`config.mk`:
```
export PLATFORM = sky130hd
export DESIGN_NAME = cell_max_sched_flat
export DESIGN_NICKNAME = d
export VERILOG_FILES = /design/src/rtl/cell_max_sched_if.sv /design/src/rtl/cell_max_sched.sv /design/src/flat_wrapper.sv
export SDC_FILE = /design/constraint.sdc
export NUM_CORES = 1
export LEC_CHECK = 0
export BUFFER_PORTS_ARGS = -buffer_cell sky130_fd_sc_hd__buf_2
export CORE_MARGIN = 2
export CORE_UTILIZATION = 30
export DETAILED_ROUTE_END_ITERATION = 7
export PLACE_DENSITY = 0.46
export SYNTH_ARGS = -nofsm -noshare
export SYNTH_HDL_FRONTEND = slang
export SYNTH_SLANG_ARGS = --single-unit
export TNS_END_PERCENT = 10
```
`constraint.sdc`:
```
create_clock -name clkn -period 4.45 [get_ports clkn]
set_input_delay 0.445 -clock clkn [delete_from_list [all_inputs] [get_ports clkn]]
set_output_delay 0.445 -clock clkn [all_outputs]
set_load 0.01 [all_outputs]
```
`src/rtl/cell_max_sched_if.sv`:
```
// rtl/cell_max_sched_if.sv - pixel, engine and result signals of the cell maximum scheduler
interface cell_max_sched_if #(
  parameter int XW = 8,
  parameter int YW = 11
);
  logic          pix_valid;
  logic [23:0]   pix_data;
  logic          pix_sof;
  logic          pix_eol;
  logic          pix_ready;
  logic          eng_valid;
  logic [23:0]   eng_data;
  logic          eng_res_valid;
  logic [23:0]   eng_res;
  logic          res_valid;
  logic [23:0]   res_data;
  logic [XW-1:0] res_x;
  logic [YW-1:0] res_y;
  logic          res_ready;
  logic          ovf;

  modport master (
    input  pix_valid, pix_data, pix_sof, pix_eol, eng_res_valid, eng_res, res_ready,
    output pix_ready, eng_valid, eng_data, res_valid, res_data, res_x, res_y, ovf
  );

  modport slave (
    output pix_valid, pix_data, pix_sof, pix_eol, eng_res_valid, eng_res, res_ready,
    input  pix_ready, eng_valid, eng_data, res_valid, res_data, res_x, res_y, ovf
  );
endinterface

```
`src/rtl/cell_max_sched.sv`:
```
// rtl/cell_max_sched.sv - cell scheduler and tagged result FIFO for the per-cell RGB maximum engine
module cell_max_sched #(
  parameter int CELL_LEN   = 24,
  parameter int FIFO_DEPTH = 4,
  parameter int XW         = 8,
  parameter int YW         = 11
) (
  input logic              clkn,
  input logic              resetn,
  cell_max_sched_if.master bus
);

  localparam int          AW       = (FIFO_DEPTH > 1) ? $clog2(FIFO_DEPTH) : 1;
  localparam int          EW       = 24 + XW + YW;
  localparam logic [7:0]  CELL_CNT = 8'(CELL_LEN);
  localparam logic [AW:0] F_FULL   = (AW+1)'(FIFO_DEPTH);

  typedef enum logic [1:0] {IDLE, RUN, PAD} state_t;
  state_t state_q, state_d;

  logic [7:0]    cnt_q;
  logic [XW-1:0] x_q;
  logic [YW-1:0] y_q;
  logic [23:0]   last_q;
  logic          ready_q;
  logic          eng_valid_q;
  logic [23:0]   eng_data_q;
  logic          ovf_q;

  logic          sof_block, accept, take, beat, done;
  logic [7:0]    base_cnt, cnt_inc;
  logic [XW-1:0] base_x;
  logic [YW-1:0] base_y;

  // A sof arriving inside an open cell is held off until that cell is padded out.
  assign sof_block     = (state_q == RUN) && (cnt_q != 8'd0) && bus.pix_valid && bus.pix_sof;
  assign bus.pix_ready = ready_q && !sof_block;
  assign accept        = bus.pix_valid && bus.pix_ready;

  always_ff @(negedge clkn or negedge resetn) begin
    if (!resetn) state_q <= IDLE;
    else         state_q <= state_d;
  end

  always_comb begin
    state_d = state_q;
    case (state_q)
      IDLE, RUN: begin
        if (sof_block || (take && bus.pix_eol && !done)) state_d = PAD;
        else if (take)                                   state_d = RUN;
      end
      PAD:     if (done) state_d = RUN;
      default: state_d = IDLE;
    endcase
  end

  always_comb begin
    take     = accept && ((state_q == RUN) || bus.pix_sof);
    beat     = take || (state_q == PAD);
    base_cnt = (take && bus.pix_sof) ? 8'd0 : cnt_q;
    base_x   = (take && bus.pix_sof) ? '0 : x_q;
    base_y   = (take && bus.pix_sof) ? '0 : y_q;
    cnt_inc  = base_cnt + 8'd1;
    done     = beat && (cnt_inc == CELL_CNT);
  end

  always_ff @(negedge clkn or negedge resetn) begin
    if (!resetn) begin
      cnt_q       <= '0;
      x_q         <= '0;
      y_q         <= '0;
      last_q      <= '0;
      ready_q     <= 1'b1;
      eng_valid_q <= 1'b0;
      eng_data_q  <= '0;
    end else begin
      ready_q     <= (state_d != PAD);
      eng_valid_q <= beat;
      if (take) begin
        last_q     <= bus.pix_data;
        eng_data_q <= bus.pix_data;
      end else if (beat) begin
        eng_data_q <= last_q;
      end
      if (beat) begin
        if (!done) begin
          cnt_q <= cnt_inc;
          x_q   <= base_x;
          y_q   <= base_y;
        end else if ((state_q == PAD) || bus.pix_eol) begin
          cnt_q <= '0;
          x_q   <= '0;
          y_q   <= base_y + 1'b1;
        end else begin
          cnt_q <= '0;
          x_q   <= base_x + 1'b1;
          y_q   <= base_y;
        end
      end
    end
  end

  logic [XW-1:0] tq_x [2];
  logic [YW-1:0] tq_y [2];
  logic          tq_wr, tq_rd, tag_pop, tag_in;
  logic [1:0]    tq_cnt;
  logic [EW-1:0] f_mem [FIFO_DEPTH];
  logic [AW-1:0] f_wr, f_rd;
  logic [AW:0]   f_cnt;
  logic          f_pop, f_push;

  assign tag_pop = bus.eng_res_valid && (tq_cnt != 2'd0);
  assign tag_in  = done && ((tq_cnt != 2'd2) || tag_pop);
  // The downstream pop is taken first, so a full FIFO can still accept this cycle.
  assign f_pop   = (f_cnt != '0) && bus.res_ready;
  assign f_push  = tag_pop && ((f_cnt != F_FULL) || f_pop);

  always_ff @(negedge clkn or negedge resetn) begin
    if (!resetn) begin
      for (int i = 0; i < 2; i++) begin
        tq_x[i] <= '0;
        tq_y[i] <= '0;
      end
      for (int i = 0; i < FIFO_DEPTH; i++) f_mem[i] <= '0;
      tq_wr  <= 1'b0;
      tq_rd  <= 1'b0;
      tq_cnt <= '0;
      f_wr   <= '0;
      f_rd   <= '0;
      f_cnt  <= '0;
      ovf_q  <= 1'b0;
    end else begin
      if (tag_in) begin
        tq_x[tq_wr] <= base_x;
        tq_y[tq_wr] <= base_y;
        tq_wr       <= ~tq_wr;
      end
      if (tag_pop) tq_rd <= ~tq_rd;
      tq_cnt <= tq_cnt + {1'b0, tag_in} - {1'b0, tag_pop};
      if (f_push) begin
        f_mem[f_wr] <= {bus.eng_res, tq_x[tq_rd], tq_y[tq_rd]};
        f_wr        <= f_wr + 1'b1;
      end
      if (f_pop) f_rd <= f_rd + 1'b1;
      f_cnt <= f_cnt + {{AW{1'b0}}, f_push} - {{AW{1'b0}}, f_pop};
      if ((bus.eng_res_valid && !tag_pop) || (tag_pop && !f_push)) ovf_q <= 1'b1;
    end
  end

  assign bus.eng_valid = eng_valid_q;
  assign bus.eng_data  = eng_data_q;
  assign bus.res_valid = (f_cnt != '0);
  assign {bus.res_data, bus.res_x, bus.res_y} = f_mem[f_rd];
  assign bus.ovf       = ovf_q;

endmodule
```
`src/flat_wrapper.sv`:
```
// flat-port wrapper written by rule: the top's interface ports become plain ports
module cell_max_sched_flat 
#(
  parameter int CELL_LEN   = 24,
  parameter int FIFO_DEPTH = 4,
  parameter int XW         = 8,
  parameter int YW         = 11
)
  (clkn, resetn, bus_pix_valid, bus_pix_data, bus_pix_sof, bus_pix_eol, bus_eng_res_valid, bus_eng_res, bus_res_ready, bus_pix_ready, bus_eng_valid, bus_eng_data, bus_res_valid, bus_res_data, bus_res_x, bus_res_y, bus_ovf);
  cell_max_sched_if #(.XW(XW), .YW(YW)) bus_i ();
  input logic clkn;
  input logic resetn;
  input wire logic [$bits(bus_i.pix_valid)-1:0] bus_pix_valid;
  input wire logic [$bits(bus_i.pix_data)-1:0] bus_pix_data;
  input wire logic [$bits(bus_i.pix_sof)-1:0] bus_pix_sof;
  input wire logic [$bits(bus_i.pix_eol)-1:0] bus_pix_eol;
  input wire logic [$bits(bus_i.eng_res_valid)-1:0] bus_eng_res_valid;
  input wire logic [$bits(bus_i.eng_res)-1:0] bus_eng_res;
  input wire logic [$bits(bus_i.res_ready)-1:0] bus_res_ready;
  output wire logic [$bits(bus_i.pix_ready)-1:0] bus_pix_ready;
  output wire logic [$bits(bus_i.eng_valid)-1:0] bus_eng_valid;
  output wire logic [$bits(bus_i.eng_data)-1:0] bus_eng_data;
  output wire logic [$bits(bus_i.res_valid)-1:0] bus_res_valid;
  output wire logic [$bits(bus_i.res_data)-1:0] bus_res_data;
  output wire logic [$bits(bus_i.res_x)-1:0] bus_res_x;
  output wire logic [$bits(bus_i.res_y)-1:0] bus_res_y;
  output wire logic [$bits(bus_i.ovf)-1:0] bus_ovf;
  assign bus_i.pix_valid = bus_pix_valid;
  assign bus_i.pix_data = bus_pix_data;
  assign bus_i.pix_sof = bus_pix_sof;
  assign bus_i.pix_eol = bus_pix_eol;
  assign bus_i.eng_res_valid = bus_eng_res_valid;
  assign bus_i.eng_res = bus_eng_res;
  assign bus_i.res_ready = bus_res_ready;
  assign bus_pix_ready = bus_i.pix_ready;
  assign bus_eng_valid = bus_i.eng_valid;
  assign bus_eng_data = bus_i.eng_data;
  assign bus_res_valid = bus_i.res_valid;
  assign bus_res_data = bus_i.res_data;
  assign bus_res_x = bus_i.res_x;
  assign bus_res_y = bus_i.res_y;
  assign bus_ovf = bus_i.ovf;
  cell_max_sched #(.CELL_LEN(CELL_LEN), .FIFO_DEPTH(FIFO_DEPTH), .XW(XW), .YW(YW)) u_core (.clkn(clkn), .resetn(resetn), .bus(bus_i));
endmodule
```
==> flow_metrics.env, run 1 <==
export IMPL_clkLatencyLatePin_ns=0.58
export IMPL_critical_path_top_delay_family="multiplexers"
export IMPL_grt_overflow=0
export IMPL_power_share_clock_pct=25.7
export IMPL_cts_tree="yes"
export IMPL_firstDrtPassIters=4
export IMPL_path_cells="buf_12 > buf_12 > mux4_2 > buf_6"
export IMPL_synth_warning_count=0
export IMPL_critPathLaunch="u_core.f_rd[0]$_DFFE_NN0P_"
export IMPL_critPathMostFrequentCell="buf_12"
export IMPL_diodes=0
export IMPL_p_total_uw=10900
export IMPL_drt_initial_drc_count=415
export IMPL_share_seq_of_total_power_pct=37.0
export IMPL_gr_usage_all_layers_pct=13.8
export IMPL_whs_ns=0.416
export IMPL_finalWirelength_mm=31.2
export IMPL_chipHeight_um=215
export IMPL_syn_instance_count=1046
export IMPL_worst_slew_pin_transition_ns=0.618
export IMPL_netSwitchingPower_uw=3460
export IMPL_worstSetupPathType="reg2out"
export IMPL_num_vias=8585
export IMPL_timing_critical_path_to_type="primary output"
export IMPL_post_route_worst_setup_slack_ns=-0.238
export IMPL_crit_reg2reg_capture="u_core.y_q[5]$_DFFE_NN0P_"
export IMPL_timing_reg2reg_worst_path_depth=12
export IMPL_mostFrequentLayoutCell="dfrtn_1"
export IMPL_final_core_util_pct=38.2
export IMPL_cts_made_buffers=36
export IMPL_relSlewSlack_pct=58.4
export IMPL_drc=0
export IMPL_worstSetupEndpoint="bus_res_x[1]"
export IMPL_most_common_layout_cells="dfrtn_1 (300), nand2_1 (170), mux2_2 (151)"
export IMPL_pwr_density_cell_mw_per_mm2=645
export IMPL_cp_num_cells=4
export IMPL_clkTransAtPathRegs_ns=0.04
export IMPL_detailedPlacementHpwl_mm=20.9
export IMPL_layout_area_overhead_vs_synth_pct=26.5
export IMPL_p_int_uw=7390
export IMPL_synth_top_area_share_pct=56.4
export IMPL_total_leakage_power_uw=0.00766
export IMPL_drtAntennaViolNets=0
export IMPL_synth_yosys_seq_area_share_pct=56.6
export IMPL_synthFlopType="dfrtn_1"
export IMPL_synth_nets=1113
export IMPL_worst_path_largest_cell_delay_ns=0.53
export IMPL_failed_checks="setup timing"
export IMPL_clock_sinks=301
export IMPL_first_pass_grt_wire_length_mm=51.1
export IMPL_max_vdd_ir_drop_v=0.000382
export IMPL_routed_via_density=4.62
export IMPL_setup_repair_after_global_routing_missed_its_margin="yes"
export IMPL_largest_net_degree_at_the_start_of_global_routing=83
export IMPL_worstReg2RegStart="u_core.cnt_q[7]$_DFFE_NN0P_"
export IMPL_clockRootBuffer="clkbuf_16"
export IMPL_final_nets=1312
export IMPL_fp_coreArea_mm2=0.0440
export IMPL_report_final_slew_viol_count=0
export IMPL_syn_area_per_cell_um2=12.7
export IMPL_power_switching_share_pct=31.9
export IMPL_fin_worst_skew_ns=0.0540
export IMPL_crit_slowest_cell="mux4_2"
export IMPL_totalNegativeSetupSlack_ns=-11.69
export IMPL_synth_seq_cells=301
export IMPL_layout_cell_share_with_drive_strength_beyond_1_pct=40.5
export IMPL_final_hold_viol_count=0
export IMPL_worst_setup_path_start_kind="flop"
export IMPL_synth_area_leader_cell="dfrtn_1"
export IMPL_std_cell_rows=77
export IMPL_drt_wirelength_per_cell_um=16.8
export IMPL_run_status="finished, violations left"
export IMPL_synth_edff_count=0
export IMPL_ctsHtreeMaxLevel=2
export IMPL_drv_cap=0
export IMPL_timing_final_setup_violations=92
export IMPL_synth_async_reset_ratio_pct=100
export IMPL_grt_pass1_vias=9084
export IMPL_cts_root_to_sink_buffers=3
export IMPL_chipWidth_um=215
export IMPL_critical_path_buf_inv_count=3
export IMPL_combPwrFrac_pct=37.3
export IMPL_initial_utilization_pct=30.2
export IMPL_critical_path_max_fanout=9
export IMPL_place_port_buffers=125
export IMPL_worst_ep_required_time_ns=4.01
export IMPL_crit_arrival_ns=4.24
export IMPL_r2r_slack_ns=1.16
export IMPL_number_of_antenna_violations_at_the_first_check_in_global_routing=1
export IMPL_floorplan_io_pins=126
export IMPL_synth_area_leaders="dfrtn_1 (56%), mux2_2 (13%), mux4_2 (7.3%), nand2_1 (4.9%), o21ai_0 (3.5%)"
export IMPL_netlist_area_pre_place_mm2=0.0133
export IMPL_dieArea_mm2=0.0461
export IMPL_gp_congestion=0.771
export IMPL_num_fill_cells=4291
export IMPL_netlist_cell_type_count=66
export IMPL_worst_hold_path_type="reg2reg"
[through the flow]
step	worst slack, ns	cells	area (um2)
6_report	-0.238	1860	16800
5_1_grt	-0.319	1860	16800
4_1_cts	-0.284	1859	16700
3_5_place_dp	-0.902	1792	15400
3_3_place_gp	-0.873	1792	15400
2_1_floorplan	-0.922	1046	13400
[cell type report]
cell class	instances	area (um2)	share of cell area, %
Sequential cell	301	7530	44.7
Tap cell	592	741	4.40
Multi-Input combinational cell	670	5590	33.2
Clock inverter	11	97.6	0.580
Timing Repair Buffer	222	1810	10.8
Inverter	13	48.8	0.290
Clock buffer	51	1010	5.98
[state kept, by name, indices dropped and copies added, names as in the netlist]
signal,count
u_core.f_wr,2
u_core.last_q,24
u_core.f_mem,172
u_core.tq_x,16
u_core.state_q,2
u_core.bus.ovf,1
u_core.tq_rd,1
u_core.f_cnt,3
u_core.bus.eng_valid,1
u_core.cnt_q,8
u_core.ready_q,1
u_core.tq_y,22
u_core.bus.eng_data,24
u_core.y_q,11
u_core.tq_cnt,2
u_core.f_rd,2
u_core.x_q,8
u_core.tq_wr,1
[how the worst min path moves through the flow]
stage	startpoint	endpoint	slack (ns)	depth (start not counted)
2_1_floorplan	u_core.f_mem[43]$_DFFE_NN0P_	u_core.f_mem[43]$_DFFE_NN0P_	0.41	2
3_3_place_gp	u_core.bus.eng_data[21]$_DFFE_NN0P_	u_core.bus.eng_data[21]$_DFFE_NN0P_	0.41	2
3_5_place_dp	u_core.bus.eng_data[13]$_DFFE_NN0P_	u_core.bus.eng_data[13]$_DFFE_NN0P_	0.42	2
4_1_cts	u_core.bus.ovf$_DFFE_NN0P_	u_core.bus.ovf$_DFFE_NN0P_	0.42	1
5_1_grt	u_core.bus.eng_data[4]$_DFFE_NN0P_	u_core.bus.eng_data[4]$_DFFE_NN0P_	0.44	2
6_report	u_core.bus.ovf$_DFFE_NN0P_	u_core.bus.ovf$_DFFE_NN0P_	0.42	1
[worst reg2reg max path: cells and delay by family, from the launching register on]
family	cells	cell delay [ns]
AOI/OAI and AO/OA	4	0.80
DFF	1	0.42
muxes	1	0.36
adders and majority gates	1	0.16
buffers and inverters	1	0.21
and+or+nand+nor	5	1.20
[routing by layer]
metal	vias to the layer above	track usage, %	part of all wire (%)
met5	-	0	0.022
met4	2	3.96	1.8
met3	37	2.95	3.9
met2	124	22.6	47
met1	4316	18.6	47
li1	4106	-	-
[synth_stat cells, drive strengths merged (5+ instances only)]
library cell,n
xor2,5
nand3,15
nor2,27
buf,22
ha,11
dfrtn,300
nor4,5
mux4,43
nor3,10
mux2i,21
nand2,174
and3,7
and2,22
o21ai,93
mux2,166
nand4,7
xnor2,7
clkbuf,39
inv,14
[cells by family after synthesis]
group,share of synthesized area (%)
compound gates,5.66
xor+xnor,0.846
fa+ha+maj,1.18
buf+inv,2.44
flops,56.6
mux,23.2
simple gates,10.1
[power groups by stage]
stage | combinational [uW] | sequential, uW | clock [uW]
floorplan | 2420 | 3990 | 2.81
global placement | 3810 | 4030 | 2.81
detailed placement | 3870 | 4050 | 2.81
CTS | 4050 | 4010 | 2910
global route | 4430 | 4110 | 3000
finish | 4050 | 4010 | 2790
[repair_timing]
| action | in CTS | in global routing |
|---|---|---|
| endpoints found under the setup margin | 105 | 105 |
| resized for setup | 37 | 13 |
| setup buffers | 5 | 1 |
| hold buffers | 0 | 0 |
| gates cloned | 1 | 0 |
| pin swaps | 9 | 2 |
(Power assumes the default switching activity.)
==> run 2: changes to the inputs <==
- PLACE_DENSITY: 0.46 -> 0.57
==> flow_metrics.env, run 2 (same netlist as run 1, synthesis figures left out) <==
export IMPL_wl_met3_mm=1.46
export IMPL_worst_hold_path_type="reg2reg"
export IMPL_layout_cell_share_with_drive_strength_beyond_1_pct=41.3
export IMPL_most_common_layout_cells="dfrtn_1 (300), nand2_1 (169), mux2_2 (124)"
export IMPL_post_route_worst_setup_slack_ns=-0.251
export IMPL_grt_overflow=0
export IMPL_fin_worst_skew_ns=0.0682
export IMPL_place_port_buffers=125
export IMPL_ctsHtreeMaxLevel=2
export IMPL_relSlewSlack_pct=22.9
export IMPL_firstDrtPassIters=4
export IMPL_clock_sinks=301
export IMPL_worstSetupPathType="reg2out"
export IMPL_floorplan_io_pins=126
export IMPL_run_status="finished, violations left"
export IMPL_chipWidth_um=215
export IMPL_layout_area_overhead_vs_synth_pct=29.9
export IMPL_worst_path_largest_cell_delay_ns=0.56
export IMPL_r2r_slack_ns=1.05
export IMPL_initial_utilization_pct=30.2
export IMPL_power_share_clock_pct=27.0
export IMPL_top_signal_layer_used="met4"
export IMPL_max_flop_register="u_core.f_mem"
export IMPL_gp_congestion=0.802
export IMPL_timing_final_setup_violations=98
export IMPL_share_seq_of_total_power_pct=36.6
export IMPL_p_int_uw=7590
export IMPL_finalWirelength_mm=30.6
export IMPL_clockRootBuffer="clkbuf_16"
export IMPL_clkTransAtPathRegs_ns=0.05
export IMPL_crit_arrival_ns=4.26
export IMPL_route_met2_wl_mm=14.5
export IMPL_clkLatencyLatePin_ns=0.60
export IMPL_netSwitchingPower_uw=3490
export IMPL_wl_met1_mm=13.9
export IMPL_mostFrequentLayoutCell="dfrtn_1"
export IMPL_final_hold_viol_count=0
export IMPL_max_vdd_ir_drop_v=0.000357
export IMPL_cts_made_buffers=36
export IMPL_std_cell_rows=77
export IMPL_routed_via_density=4.67
export IMPL_path_cells="buf_12 > buf_16 > mux4_2 > buf_6"
export IMPL_total_leakage_power_uw=0.00783
export IMPL_drv_cap=0
export IMPL_largest_net_degree_at_the_start_of_global_routing=56
export IMPL_chipHeight_um=215
export IMPL_gr_usage_all_layers_pct=13.4
export IMPL_largest_reg_flops=172
export IMPL_worst_setup_path_start_kind="flop"
export IMPL_whs_ns=0.418
export IMPL_power_switching_share_pct=31.5
export IMPL_cts_hold_buffers_added=0
export IMPL_worst_slew_pin_transition_ns=1.16
export IMPL_crit_slowest_cell="mux4_2"
export IMPL_drc=0
export IMPL_report_final_slew_viol_count=0
export IMPL_number_of_antenna_violations_at_the_first_check_in_global_routing=1
export IMPL_fp_coreArea_mm2=0.0440
export IMPL_drt_initial_drc_count=560
export IMPL_cts_tree="yes"
export IMPL_first_pass_grt_wire_length_mm=50.0
export IMPL_critical_path_max_fanout=7
export IMPL_cts_root_to_sink_buffers=3
export IMPL_drtAntennaViolNets=0
export IMPL_setup_repair_after_global_routing_missed_its_margin="yes"
export IMPL_dieArea_mm2=0.0461
export IMPL_final_nets=1309
export IMPL_pwr_density_cell_mw_per_mm2=641
export IMPL_critical_path_buf_inv_count=3
export IMPL_drt_wirelength_per_cell_um=16.4
export IMPL_place_ws_ns=-0.872
export IMPL_grt_pass1_vias=9128
export IMPL_critical_path_top_delay_family="multiplexers"
export IMPL_detailedPlacementHpwl_mm=19.5
export IMPL_worst_ep_required_time_ns=4.01
export IMPL_num_vias=8699
export IMPL_timing_critical_path_to_type="primary output"
export IMPL_combPwrFrac_pct=36.3
export IMPL_failed_checks="setup timing"
run 2: timing repair:
action,CTS,global route
setup endpoints to repair,100,106
pin swaps,14,14
setup buffers,4,13
resized for setup,51,62
gates cloned,4,3
run 2: power by group through the flow:
stage	logic [uW]	clock network, uW	registers (uW)
2_1_floorplan	2420	2.81	3990
3_3_place_gp	3590	2.81	4060
3_5_place_dp	3650	2.81	4090
4_1_cts	3900	3100	4060
5_1_grt	4390	3210	4170
6_report	4020	3000	4060
run 2: worst paths after layout:
| kind | from | endpoint | cells after the start |
|---|---|---|---|
| hold reg to reg | u_core.bus.eng_data[7]$_DFFE_NN0P_ | u_core.bus.eng_data[7]$_DFFE_NN0P_ | 2 |
| setup reg to reg | u_core.cnt_q[6]$_DFFE_NN0P_ | u_core.y_q[7]$_DFFE_NN0P_ | 14 |
| max in group asynchronous | resetn | u_core.ready_q$_DFF_NN1_ | 2 |
| hold / removal | u_core.bus.eng_data[7]$_DFFE_NN0P_ | u_core.bus.eng_data[7]$_DFFE_NN0P_ | 2 |
| min in group asynchronous | resetn | u_core.f_mem[35]$_DFFE_NN0P_ | 1 |
| setup / recovery | u_core.f_rd[0]$_DFFE_NN0P_ | bus_res_x[2] | 4 |
run 2: worst reg2reg max path, stage by stage (launching register included):
cell	delay [ns]
dfrtn_1	0.40
nor4_4	0.35
a21oi_1	0.20
or2_4	0.29
and2_4	0.15
ha_4	0.17
a21o_1	0.17
a311oi_2	0.22
o311a_4	0.26
nand4_4	0.16
buf_12	0.18
buf_12	0.13
buf_4	0.14
nor3_4	0.13
mux2_4	0.31
run 2: metal layers:
layer / up-vias / global-route usage, %
met5: - / 0
met4: 0 / 4.33
met3: 45 / 2.87
met2: 174 / 21.7
met1: 4388 / 18.1
li1: 4092 / -
run 2: final cells by class:
class                      count  area, um2
multi-input combinational    670       5830
clock inverter                11        150
clock buffer                  54       1060
tap                          592        741
inverter                      13       48.8
fill                        4228      26700
antenna                        1       2.50
sequential                   301       7530
timing repair buffer         219       1920
run 2: metrics by stage:
step / instances / utilization, % / instance area, um2 / setup TNS [ns] / total power [uW]
global placement: 1773 / 34.6 / 15200 / -45.98 / 7650
finish: 1861 / 39.2 / 17300 / -18.03 / 11100
detailed placement: 1773 / 34.6 / 15200 / -48.54 / 7740
floorplan: 1046 / - / 13400 / -54.10 / 6410
global route: 1860 / 39.2 / 17300 / -24.11 / 11800
CTS: 1845 / 38.2 / 16800 / -13.68 / 11100
==> run 3: changes to the inputs <==
- CTS_CLUSTER_SIZE: default -> 14
- GPL_ROUTABILITY_DRIVEN: default -> 0
- PLACE_DENSITY: 0.57 -> default
- PLACE_DENSITY_LB_ADDON: default -> 0.3
==> flow_metrics.env, run 3 (same netlist as run 1, synthesis figures left out) <==
export IMPL_run_status="finished, violations left"
export IMPL_failed_checks="setup timing"
export IMPL_cts_made_buffers=36
export IMPL_diodes=0
export IMPL_chipHeight_um=215
export IMPL_initial_utilization_pct=30.2
export IMPL_netSwitchingPower_uw=3490
export IMPL_grt_overflow=0
export IMPL_share_seq_of_total_power_pct=36.7
export IMPL_worst_slew_pin_transition_ns=1.14
export IMPL_critical_path_top_delay_family="multiplexers"
export IMPL_most_common_layout_cells="dfrtn_1 (300), nand2_1 (170), mux2_2 (137)"
export IMPL_worst_ep_required_time_ns=4.01
export IMPL_grt_pass1_vias=9289
export IMPL_report_final_slew_viol_count=0
export IMPL_final_nets=1308
export IMPL_critical_path_max_fanout=9
export IMPL_post_route_worst_setup_slack_ns=-0.240
export IMPL_max_flop_register="u_core.f_mem"
export IMPL_firstDrtPassIters=4
export IMPL_path_cells="buf_12 > buf_16 > mux4_2 > buf_6"
export IMPL_dieArea_mm2=0.0461
export IMPL_routed_via_density=4.67
export IMPL_setup_repair_after_global_routing_missed_its_margin="yes"
export IMPL_final_hold_viol_count=0
export IMPL_hold_path_startpoint="u_core.bus.eng_data[15]$_DFFE_NN0P_"
export IMPL_combPwrFrac_pct=36.6
export IMPL_max_vdd_ir_drop_v=0.000381
export IMPL_timing_final_setup_violations=90
export IMPL_fin_worst_skew_ns=0.0447
export IMPL_critical_path_buf_inv_count=3
export IMPL_largest_reg_flops=172
export IMPL_layout_cell_share_with_drive_strength_beyond_1_pct=40.6
export IMPL_fp_coreArea_mm2=0.0440
export IMPL_drc=0
export IMPL_critPathLaunch="u_core.f_rd[0]$_DFFE_NN0P_"
export IMPL_worstSetupPathType="reg2out"
export IMPL_cts_root_to_sink_buffers=3
export IMPL_p_int_uw=7560
export IMPL_drt_initial_drc_count=528
export IMPL_largest_net_degree_at_the_start_of_global_routing=66
export IMPL_std_cell_rows=77
export IMPL_num_vias=8679
export IMPL_crit_arrival_ns=4.24
export IMPL_totalNegativeSetupSlack_ns=-12.64
export IMPL_whs_ns=0.421
export IMPL_power_share_clock_pct=26.7
export IMPL_layout_area_overhead_vs_synth_pct=27.8
export IMPL_worst_path_largest_cell_delay_ns=0.53
export IMPL_clockRootBuffer="clkbuf_16"
export IMPL_total_leakage_power_uw=0.00777
export IMPL_worst_hold_path_type="reg2reg"
export IMPL_mostFrequentLayoutCell="dfrtn_1"
export IMPL_timing_critical_path_to_type="primary output"
export IMPL_cts_tree="yes"
export IMPL_crit_slowest_cell="mux4_2"
export IMPL_power_switching_share_pct=31.6
export IMPL_ctsHtreeMaxLevel=2
export IMPL_finalWirelength_mm=29.9
export IMPL_p_total_uw=11100
export IMPL_clkTransAtPathRegs_ns=0.04
export IMPL_drt_wirelength_per_cell_um=16.1
export IMPL_clkLatencyLatePin_ns=0.58
export IMPL_clock_sinks=301
export IMPL_final_core_util_pct=38.6
export IMPL_worst_setup_path_start_kind="flop"
export IMPL_worstReg2RegStart="u_core.cnt_q[2]$_DFFE_NN0P_"
export IMPL_floorplan_io_pins=126
export IMPL_chipWidth_um=215
export IMPL_detailedPlacementHpwl_mm=20.0
export IMPL_relSlewSlack_pct=23.8
export IMPL_pwr_density_cell_mw_per_mm2=650
export IMPL_place_port_buffers=125
export IMPL_drv_cap=0
export IMPL_drtAntennaViolNets=0
export IMPL_number_of_antenna_violations_at_the_first_check_in_global_routing=1
export IMPL_gr_usage_all_layers_pct=13.3
export IMPL_first_pass_grt_wire_length_mm=49.9
-- run 3: final timing paths --
path	cells past startpoint	endpoint	slack, ns
max	4	bus_res_data[23]	-0.24
min	2	u_core.bus.eng_data[15]$_DFFE_NN0P_	0.42
max reg2reg	12	u_core.y_q[5]$_DFFE_NN0P_	1.16
min reg2reg	2	u_core.bus.eng_data[15]$_DFFE_NN0P_	0.42
max in group asynchronous	2	u_core.ready_q$_DFF_NN1_	1.72
min in group asynchronous	1	u_core.f_mem[127]$_DFFE_NN0P_	1.94
-- run 3: layout make-up --
cell class / instances / area (um2)
clock inverter: 18 / 199
multi-input combinational: 670 / 5680
timing repair buffer: 218 / 1820
sequential: 301 / 7530
clock buffer: 48 / 996
inverter: 13 / 48.8
fill: 4278 / 27000
tap: 592 / 741
-- run 3: power groups by stage --
stage                     registers [uW]  clock network (uW)  logic (uW)
after floorplan                     3990                2.81        2420
after global placement              4060                2.81        3710
after detailed placement            4090                2.81        3780
after CTS                           4060                3060        3970
after global routing                4160                3170        4430
final                               4060                2950        4040
-- run 3: layer usage --
metal	GRT usage [%]	share of wire, %
met1	17.7	47
met2	21.7	47
met3	2.95	4.6
met4	4.26	2.0
met5	0	0.037
-- run 3: through the flow --
step	instances	area, um2	setup WS (ns)
floorplan	1046	13400	-0.922
global placement	1790	15400	-0.823
detailed placement	1790	15400	-0.857
CTS	1856	16800	-0.305
global route	1860	17000	-0.322
finish	1860	17000	-0.240
-- run 3: what timing repair did --
| item | CTS | global route |
|---|---|---|
| setup buffers | 1 | 2 |
| gates resized for setup | 43 | 23 |
| pin swaps | 12 | 6 |
| gates cloned | 0 | 2 |
| hold buffers | 0 | 0 |
| endpoints found under the setup margin | 102 | 104 |
-- run 3: worst reg2reg max path, cell delays in order (launching register included) --
cell and delay (ns):
dfrtn_1 0.38, nor4_4 0.35, a21oi_1 0.19, or2_4 0.29
and2_4 0.15, ha_4 0.16, a21o_1 0.15, a311oi_1 0.21
o311a_2 0.23, nand4_4 0.17, buf_12 0.21, nor4_2 0.30
mux2_2 0.36
